===== src/rtl/svc_sim_run_mon_pkg.sv =====
// Shared types for the simulation run monitor.
// State encoding and the state-to-status decode live here.
package svc_sim_run_mon_pkg;

  typedef enum logic [2:0] {
    ST_IDLE    = 3'd0,
    ST_RUN     = 3'd1,
    ST_DONE    = 3'd2,
    ST_TIMEOUT = 3'd3,
    ST_STALL   = 3'd4,
    ST_FAULT   = 3'd5
  } state_e;

  // Status bundle order: {busy, done, pass, timeout, stall, fault}
  function automatic logic [5:0] status_of(input state_e s);
    logic [5:0] f;
    f = 6'b000000;
    unique case (s)
      ST_RUN:     f = 6'b100000;
      ST_DONE:    f = 6'b011000;
      ST_TIMEOUT: f = 6'b010100;
      ST_STALL:   f = 6'b010010;
      ST_FAULT:   f = 6'b010001;
      default:    f = 6'b000000;
    endcase
    return f;
  endfunction

endpackage


===== src/rtl/svc_sim_run_mon_hart.sv =====
// Per-hart bookkeeping: sticky halt flag, retire counter, idle counter.
// Idle counting is present only with SVC_SIM_RUN_MON_STALL_EN defined.
module svc_sim_run_mon_hart
  import svc_sim_run_mon_pkg::*;
#(
  parameter int CNT_W        = 32,
  parameter int STALL_CYCLES = 4096
) (
  input  logic             clk,
  input  logic             rst,
  input  logic             clear,
  input  logic             run,
  input  logic             retire,
  input  logic             halt,
  output logic             halted_next,
  output logic             stall_hit,
  output logic [CNT_W-1:0] instret
);

  logic             halted_q, halted_d;
  logic [CNT_W-1:0] instret_q, instret_d;
  logic             active;

  // A hart only reacts while running and not yet halted
  assign active      = run && !halted_q;
  assign halted_next = halted_q || (active && halt);
  assign instret     = instret_q;

`ifdef SVC_SIM_RUN_MON_STALL_EN
  logic [CNT_W-1:0] idle_q, idle_d;

  // Stall when this cycle's idle increment reaches the limit
  always_comb begin
    stall_hit = 1'b0;
    if (active && !halt && !retire &&
        (64'(idle_q) + 64'd1 == 64'(STALL_CYCLES)))
      stall_hit = 1'b1;
  end

  // Idle counter: cleared by retire, saturating otherwise
  always_comb begin
    idle_d = idle_q;
    if (clear)
      idle_d = '0;
    else if (active) begin
      if (retire)
        idle_d = '0;
      else if (idle_q != '1)
        idle_d = idle_q + 1'b1;
    end
  end

  // Idle counter register
  always_ff @(posedge clk or posedge rst) begin
    if (rst) idle_q <= '0;
    else     idle_q <= idle_d;
  end
`else
  logic unused_stall_cfg;
  assign unused_stall_cfg = (STALL_CYCLES == 0);
  assign stall_hit        = 1'b0;
`endif

  // Halt flag and saturating retire count
  always_comb begin
    halted_d  = halted_q;
    instret_d = instret_q;
    if (clear) begin
      halted_d  = 1'b0;
      instret_d = '0;
    end else if (active) begin
      if (halt)
        halted_d = 1'b1;
      if (retire && instret_q != '1)
        instret_d = instret_q + 1'b1;
    end
  end

  // Per-hart state registers
  always_ff @(posedge clk or posedge rst) begin
    if (rst) begin
      halted_q  <= 1'b0;
      instret_q <= '0;
    end else begin
      halted_q  <= halted_d;
      instret_q <= instret_d;
    end
  end

endmodule


===== src/rtl/svc_sim_run_mon.sv =====
// Simulation run monitor: watchdog, completion, trap and stall detection.
// Optional stall detection is enabled with SVC_SIM_RUN_MON_STALL_EN.
module svc_sim_run_mon
  import svc_sim_run_mon_pkg::*;
#(
  parameter int NUM_HARTS       = 1,
  parameter int WATCHDOG_CYCLES = 500_000,
  parameter int STALL_CYCLES    = 4096,
  parameter int CNT_W           = 32
) (
  input  logic                       clk,
  input  logic                       rst,
  input  logic                       start,
  input  logic [NUM_HARTS-1:0]       hart_retire,
  input  logic [NUM_HARTS-1:0]       hart_halt,
  input  logic [NUM_HARTS-1:0]       hart_trap,
  output logic [2:0]                 state,
  output logic                       busy,
  output logic                       done,
  output logic                       pass,
  output logic                       timeout,
  output logic                       stall,
  output logic                       fault,
  output logic [CNT_W-1:0]           cycles,
  output logic [NUM_HARTS*CNT_W-1:0] instret,
  output logic [((NUM_HARTS > 1) ? $clog2(NUM_HARTS) : 1)-1:0] fault_hart
);

  localparam int FH_W = (NUM_HARTS > 1) ? $clog2(NUM_HARTS) : 1;

  state_e           state_q, state_d;
  logic [CNT_W-1:0] cycles_q, cycles_d;
  logic [FH_W-1:0]  fh_q, fh_d;
  logic [5:0]       status_q, status_d;

  logic                 run;
  logic                 clear;
  logic [NUM_HARTS-1:0] halted_next;
  logic [NUM_HARTS-1:0] stall_hit;

  assign run   = (state_q == ST_RUN);
  assign clear = start && !run;

  function automatic logic [FH_W-1:0] lowest(
    input logic [NUM_HARTS-1:0] v
  );
    logic [FH_W-1:0] r;
    r = '0;
    for (int i = NUM_HARTS - 1; i >= 0; i--)
      if (v[i]) r = FH_W'(i);
    return r;
  endfunction

  for (genvar g = 0; g < NUM_HARTS; g++) begin : g_hart
    svc_sim_run_mon_hart #(
      .CNT_W        (CNT_W),
      .STALL_CYCLES (STALL_CYCLES)
    ) u_hart (
      .clk         (clk),
      .rst         (rst),
      .clear       (clear),
      .run         (run),
      .retire      (hart_retire[g]),
      .halt        (hart_halt[g]),
      .halted_next (halted_next[g]),
      .stall_hit   (stall_hit[g]),
      .instret     (instret[g*CNT_W +: CNT_W])
    );
  end

  // Next state, run cycle count and culprit hart selection
  always_comb begin
    state_d  = state_q;
    cycles_d = cycles_q;
    fh_d     = fh_q;
    if (clear) begin
      state_d  = ST_RUN;
      cycles_d = '0;
      fh_d     = '0;
    end else if (run) begin
      if (cycles_q != '1)
        cycles_d = cycles_q + 1'b1;
      if (|hart_trap) begin
        state_d = ST_FAULT;
        fh_d    = lowest(hart_trap);
      end else if (&halted_next) begin
        state_d = ST_DONE;
      end else if (|stall_hit) begin
        state_d = ST_STALL;
        fh_d    = lowest(stall_hit);
      end else if (64'(cycles_q) == 64'(WATCHDOG_CYCLES - 1)) begin
        state_d = ST_TIMEOUT;
      end
    end
    status_d = status_of(state_d);
  end

  // Monitor registers; status flags are registered copies of the decode
  always_ff @(posedge clk or posedge rst) begin
    if (rst) begin
      state_q  <= ST_IDLE;
      cycles_q <= '0;
      fh_q     <= '0;
      status_q <= '0;
    end else begin
      state_q  <= state_d;
      cycles_q <= cycles_d;
      fh_q     <= fh_d;
      status_q <= status_d;
    end
  end

  assign state      = state_q;
  assign cycles     = cycles_q;
  assign fault_hart = fh_q;
  assign busy       = status_q[5];
  assign done       = status_q[4];
  assign pass       = status_q[3];
  assign timeout    = status_q[2];
  assign fault      = status_q[0];

`ifdef SVC_SIM_RUN_MON_STALL_EN
  assign stall = status_q[1];
`else
  logic unused_stall_q;
  assign unused_stall_q = status_q[1];
  assign stall          = 1'b0;
`endif

endmodule


===== config.mk =====
export PLATFORM = sky130hd
export DESIGN_NAME = svc_sim_run_mon
export DESIGN_NICKNAME = d
export VERILOG_FILES = /design/src/rtl/svc_sim_run_mon_pkg.sv /design/src/rtl/svc_sim_run_mon_hart.sv /design/src/rtl/svc_sim_run_mon.sv
export SDC_FILE = /design/constraint.sdc
export NUM_CORES = 1
export LEC_CHECK = 0
export ABC_CLOCK_PERIOD_IN_PS = 3600
export CAP_MARGIN = 20
export CORE_MARGIN = 3
export CORE_UTILIZATION = 45
export CTS_BUF_LIST = sky130_fd_sc_hd__clkbuf_8
export CTS_CLUSTER_DIAMETER = 100
export CTS_CLUSTER_SIZE = 30
export DETAILED_ROUTE_END_ITERATION = 10
export PLACE_DENSITY = 0.71
export SYNTH_ARGS = -nofsm -noshare
export SYNTH_HDL_FRONTEND = slang
export SYNTH_SLANG_ARGS = --single-unit
export TNS_END_PERCENT = 1

===== constraint.sdc =====
create_clock -name clk -period 3.6 [get_ports clk]
set_clock_uncertainty 0.1 [all_clocks]
set_input_delay 0.36 -clock clk [delete_from_list [all_inputs] [get_ports clk]]
set_output_delay 0.36 -clock clk [all_outputs]
set_load 0.005 [all_outputs]

==> flow_metrics.env <==
export IMPL_antenna_found_initial=0
export IMPL_reg2reg_from="g_hart[0].u_hart.instret[9]$_DFFE_PP0P_"
export IMPL_core_um2=8760
export IMPL_cts_root_buffer="clkbuf_8"
export IMPL_syn_area_um2=4090
export IMPL_post_cts_setup_buffer_count=0
export IMPL_hpwl_mm=7.43
export IMPL_drt_first_pass_iters=4
export IMPL_critPathCaptureType="register"
export IMPL_io_buffers=77
export IMPL_grt_pass1_vias=3605
export IMPL_ys_seq_area_share_pct=44.7
export IMPL_drv_cap=0
export IMPL_tritoncts="built"
export IMPL_hold_viol=0
export IMPL_finalSetupViolCount=0
export IMPL_grt_setup_unrepaired="false"
export IMPL_cts_sinks=73
export IMPL_h_tree_depth=3
export IMPL_dpl_cell_count=612
export IMPL_synthCells=444
export IMPL_min_path_type="input pin to async pin"
export IMPL_critPathBufInv=1
export IMPL_cts_buffers=9
export IMPL_synth_top_flop_cell="dfrtp_1"
export IMPL_finalMaxSlewViolations=0
export IMPL_die_h_um=101
export IMPL_worstPathArrival_ns=2.57
export IMPL_fin_cells=628
export IMPL_finalCritPeriodShare_pct=67.1
export IMPL_tightest_slew_ns=0.791
export IMPL_die_area_um2=10300
export IMPL_async_flop_share_pct=100
export IMPL_routedWlPerCell_um=17.2
export IMPL_start_util_pct=46.7
export IMPL_area_growth_pct=26.0
export IMPL_yosysWarnings=0
export IMPL_critical_path_max_stage_delay_ns=0.47
export IMPL_setup_tns_final_ns=0
export IMPL_crit_family="simple AND/OR/NAND/NOR gates"
export IMPL_holdWs_ns=0.369
export IMPL_synth_cell_type_count=58
export IMPL_fin_util_pct=58.8
export IMPL_criticalPathCategory="register to register"
export IMPL_num_antenna_cells=0
export IMPL_reg2reg_depth=6
export IMPL_cts_hold_buf=0
export IMPL_drc_errors=0
export IMPL_grt_pass1_wl_mm=17.7
export IMPL_critical_path_cell_chain="and4_1 > nand4_1 > o311ai_2 > buf_4 > o311ai_0 > o41ai_1"
export IMPL_syn_area_per_cell_um2=9.21
export IMPL_ant_nets=0
export IMPL_synth_seq_cells=73
export IMPL_fin_crit_ns=2.42
export IMPL_final_cell_mix="77 x clkdlybuf4s50_1, 73 x dfrtp_1, 39 x a21oi_1"
export IMPL_rows=34
export IMPL_drive_gt1_share_pct=7.88
export IMPL_drt_wl_total_mm=10.8
export IMPL_r2r_setup_slack_ns=1.18
export IMPL_run_status="completed"
export IMPL_cts_buffer_depth=2
export IMPL_track_usage_pct=21.5
export IMPL_drt_iter0_drc=200
export IMPL_viasPerCell=6.17
export IMPL_worst_endpoint_required_ns=3.75
export IMPL_p_leak_nw=2.00
export IMPL_clkLatencyLatePin_ns=0.35
export IMPL_die_w_um=101
export IMPL_grt_max_degree=41
export IMPL_slew_headroom_pct=47.1
export IMPL_final_common_cell="clkdlybuf4s50_1"
export IMPL_r2r_end="g_hart[0].u_hart.instret[27]$_DFFE_PP0P_"
export IMPL_nets=523
export IMPL_vias=3877
export IMPL_cp_slowest_cell="nand4_1"
export IMPL_pin_count=80
export IMPL_synth_edf_count=0
export IMPL_power_density_nw_per_um2=441
export IMPL_cts_resized=0
export IMPL_gp_congestion=0.906
export IMPL_cp_max_fo=24
export IMPL_gr_total_overflow=0
export IMPL_clkTransAtPathRegs_ns=0.08
export IMPL_peakVddDrop_mv=0.194
export IMPL_max_freq_mhz=414
export IMPL_crit_path_start_kind="register"
[sequential cells by signal (all words and copies together), names as in the netlist]
| register | cells |
|---|---|
| state | 3 |
| status_q | 5 |
| cycles | 32 |
| g_hart.u_hart.halted_q | 1 |
| g_hart.u_hart.instret | 32 |
[metrics by stage]
| stage | instance area [µm²] | setup WS (ns) | total power, mW |
|---|---|---|---|
| 6_report | 5150 | 1.18 | 2.27 |
| 2_1_floorplan | 4090 | 1.29 | 1.32 |
| 3_5_place_dp | 4930 | 1.18 | 1.57 |
| 5_1_grt | 5150 | 1.05 | 2.39 |
| 3_3_place_gp | 4930 | 1.22 | 1.56 |
| 4_1_cts | 5150 | 1.26 | 2.29 |
[cells in the mapped netlist, types with 3 or more instances]
library cell   n  share of area, %
dfrtp_1       73                45
a21oi_1       39               4.8
nand2_1       38               3.5
o21ai_0       31               3.8
nand3_1       27               3.3
or3_1         27               4.1
nor2_1        22               2.0
o31ai_1       17               3.1
or4_1         16               2.9
nand4_1       15               2.3
and4_1        13               2.8
and3_1        12               1.8
o211ai_1      11               2.0
and2_1         9               1.4
clkbuf_1       9              0.83
nor4_1         9               1.4
buf_2          7              0.86
inv_1          6              0.55
xnor2_1        5               1.1
buf_6          3              0.83
nand3_2        3              0.73
nor3_1         3              0.37
xor2_1         3              0.64
[layout make-up]
cell class / count / area, µm²
clock inverter: 7 / 95.1
fill: 751 / 3610
timing repair buffer: 82 / 833
inverter: 7 / 26.3
tap: 108 / 135
clock buffer: 9 / 124
multi-input combinational: 342 / 2110
sequential: 73 / 1830
[worst max-delay path by stage]
stage	startpoint	end	slack (ns)	cells after the start
floorplan	rst	cycles[0]$_DFFE_PP0P_	1.29	1
global placement	hart_retire	g_hart[0].u_hart.instret[31]$_DFFE_PP0P_	1.22	7
detailed placement	hart_retire	g_hart[0].u_hart.instret[31]$_DFFE_PP0P_	1.18	7
CTS	g_hart[0].u_hart.instret[9]$_DFFE_PP0P_	g_hart[0].u_hart.instret[27]$_DFFE_PP0P_	1.26	6
global route	g_hart[0].u_hart.instret[9]$_DFFE_PP0P_	g_hart[0].u_hart.instret[27]$_DFFE_PP0P_	1.05	6
finish	g_hart[0].u_hart.instret[9]$_DFFE_PP0P_	g_hart[0].u_hart.instret[27]$_DFFE_PP0P_	1.18	6
[layer usage]
| layer | wire length (µm) | up-vias | GRT usage, % | share of wire, % |
|---|---|---|---|---|
| met1 | 4880 | 1870 | 28.8 | 45 |
| met2 | 5080 | 132 | 34.4 | 47 |
| met5 | 0 | - | 0 | 0 |
| li1 | - | 1853 | - | - |
| met4 | 212 | 0 | 7.87 | 2.0 |
| met3 | 631 | 22 | 4.55 | 5.8 |
[where the power goes]
group / switching [mW] / internal [mW]
Combinational: 0.356 / 0.242
Sequential: 0.0621 / 0.888
Clock: 0.334 / 0.390
Total: 0.752 / 1.52
[cells by family after synthesis]
kind of cell / after synthesis / synth area share [%]
AOI/OAI and AO/OA: 117 / 17.7
xor gates and xnor gates: 8 / 1.71
adders and majority gates: 2 / 0.612
buffers and inverters: 30 / 3.95
DFF: 73 / 44.7
muxes: 2 / 0.489
other: 1 / 0.0917
and+or+nand+nor: 211 / 30.8
Power figures use the tool's default switching activity.
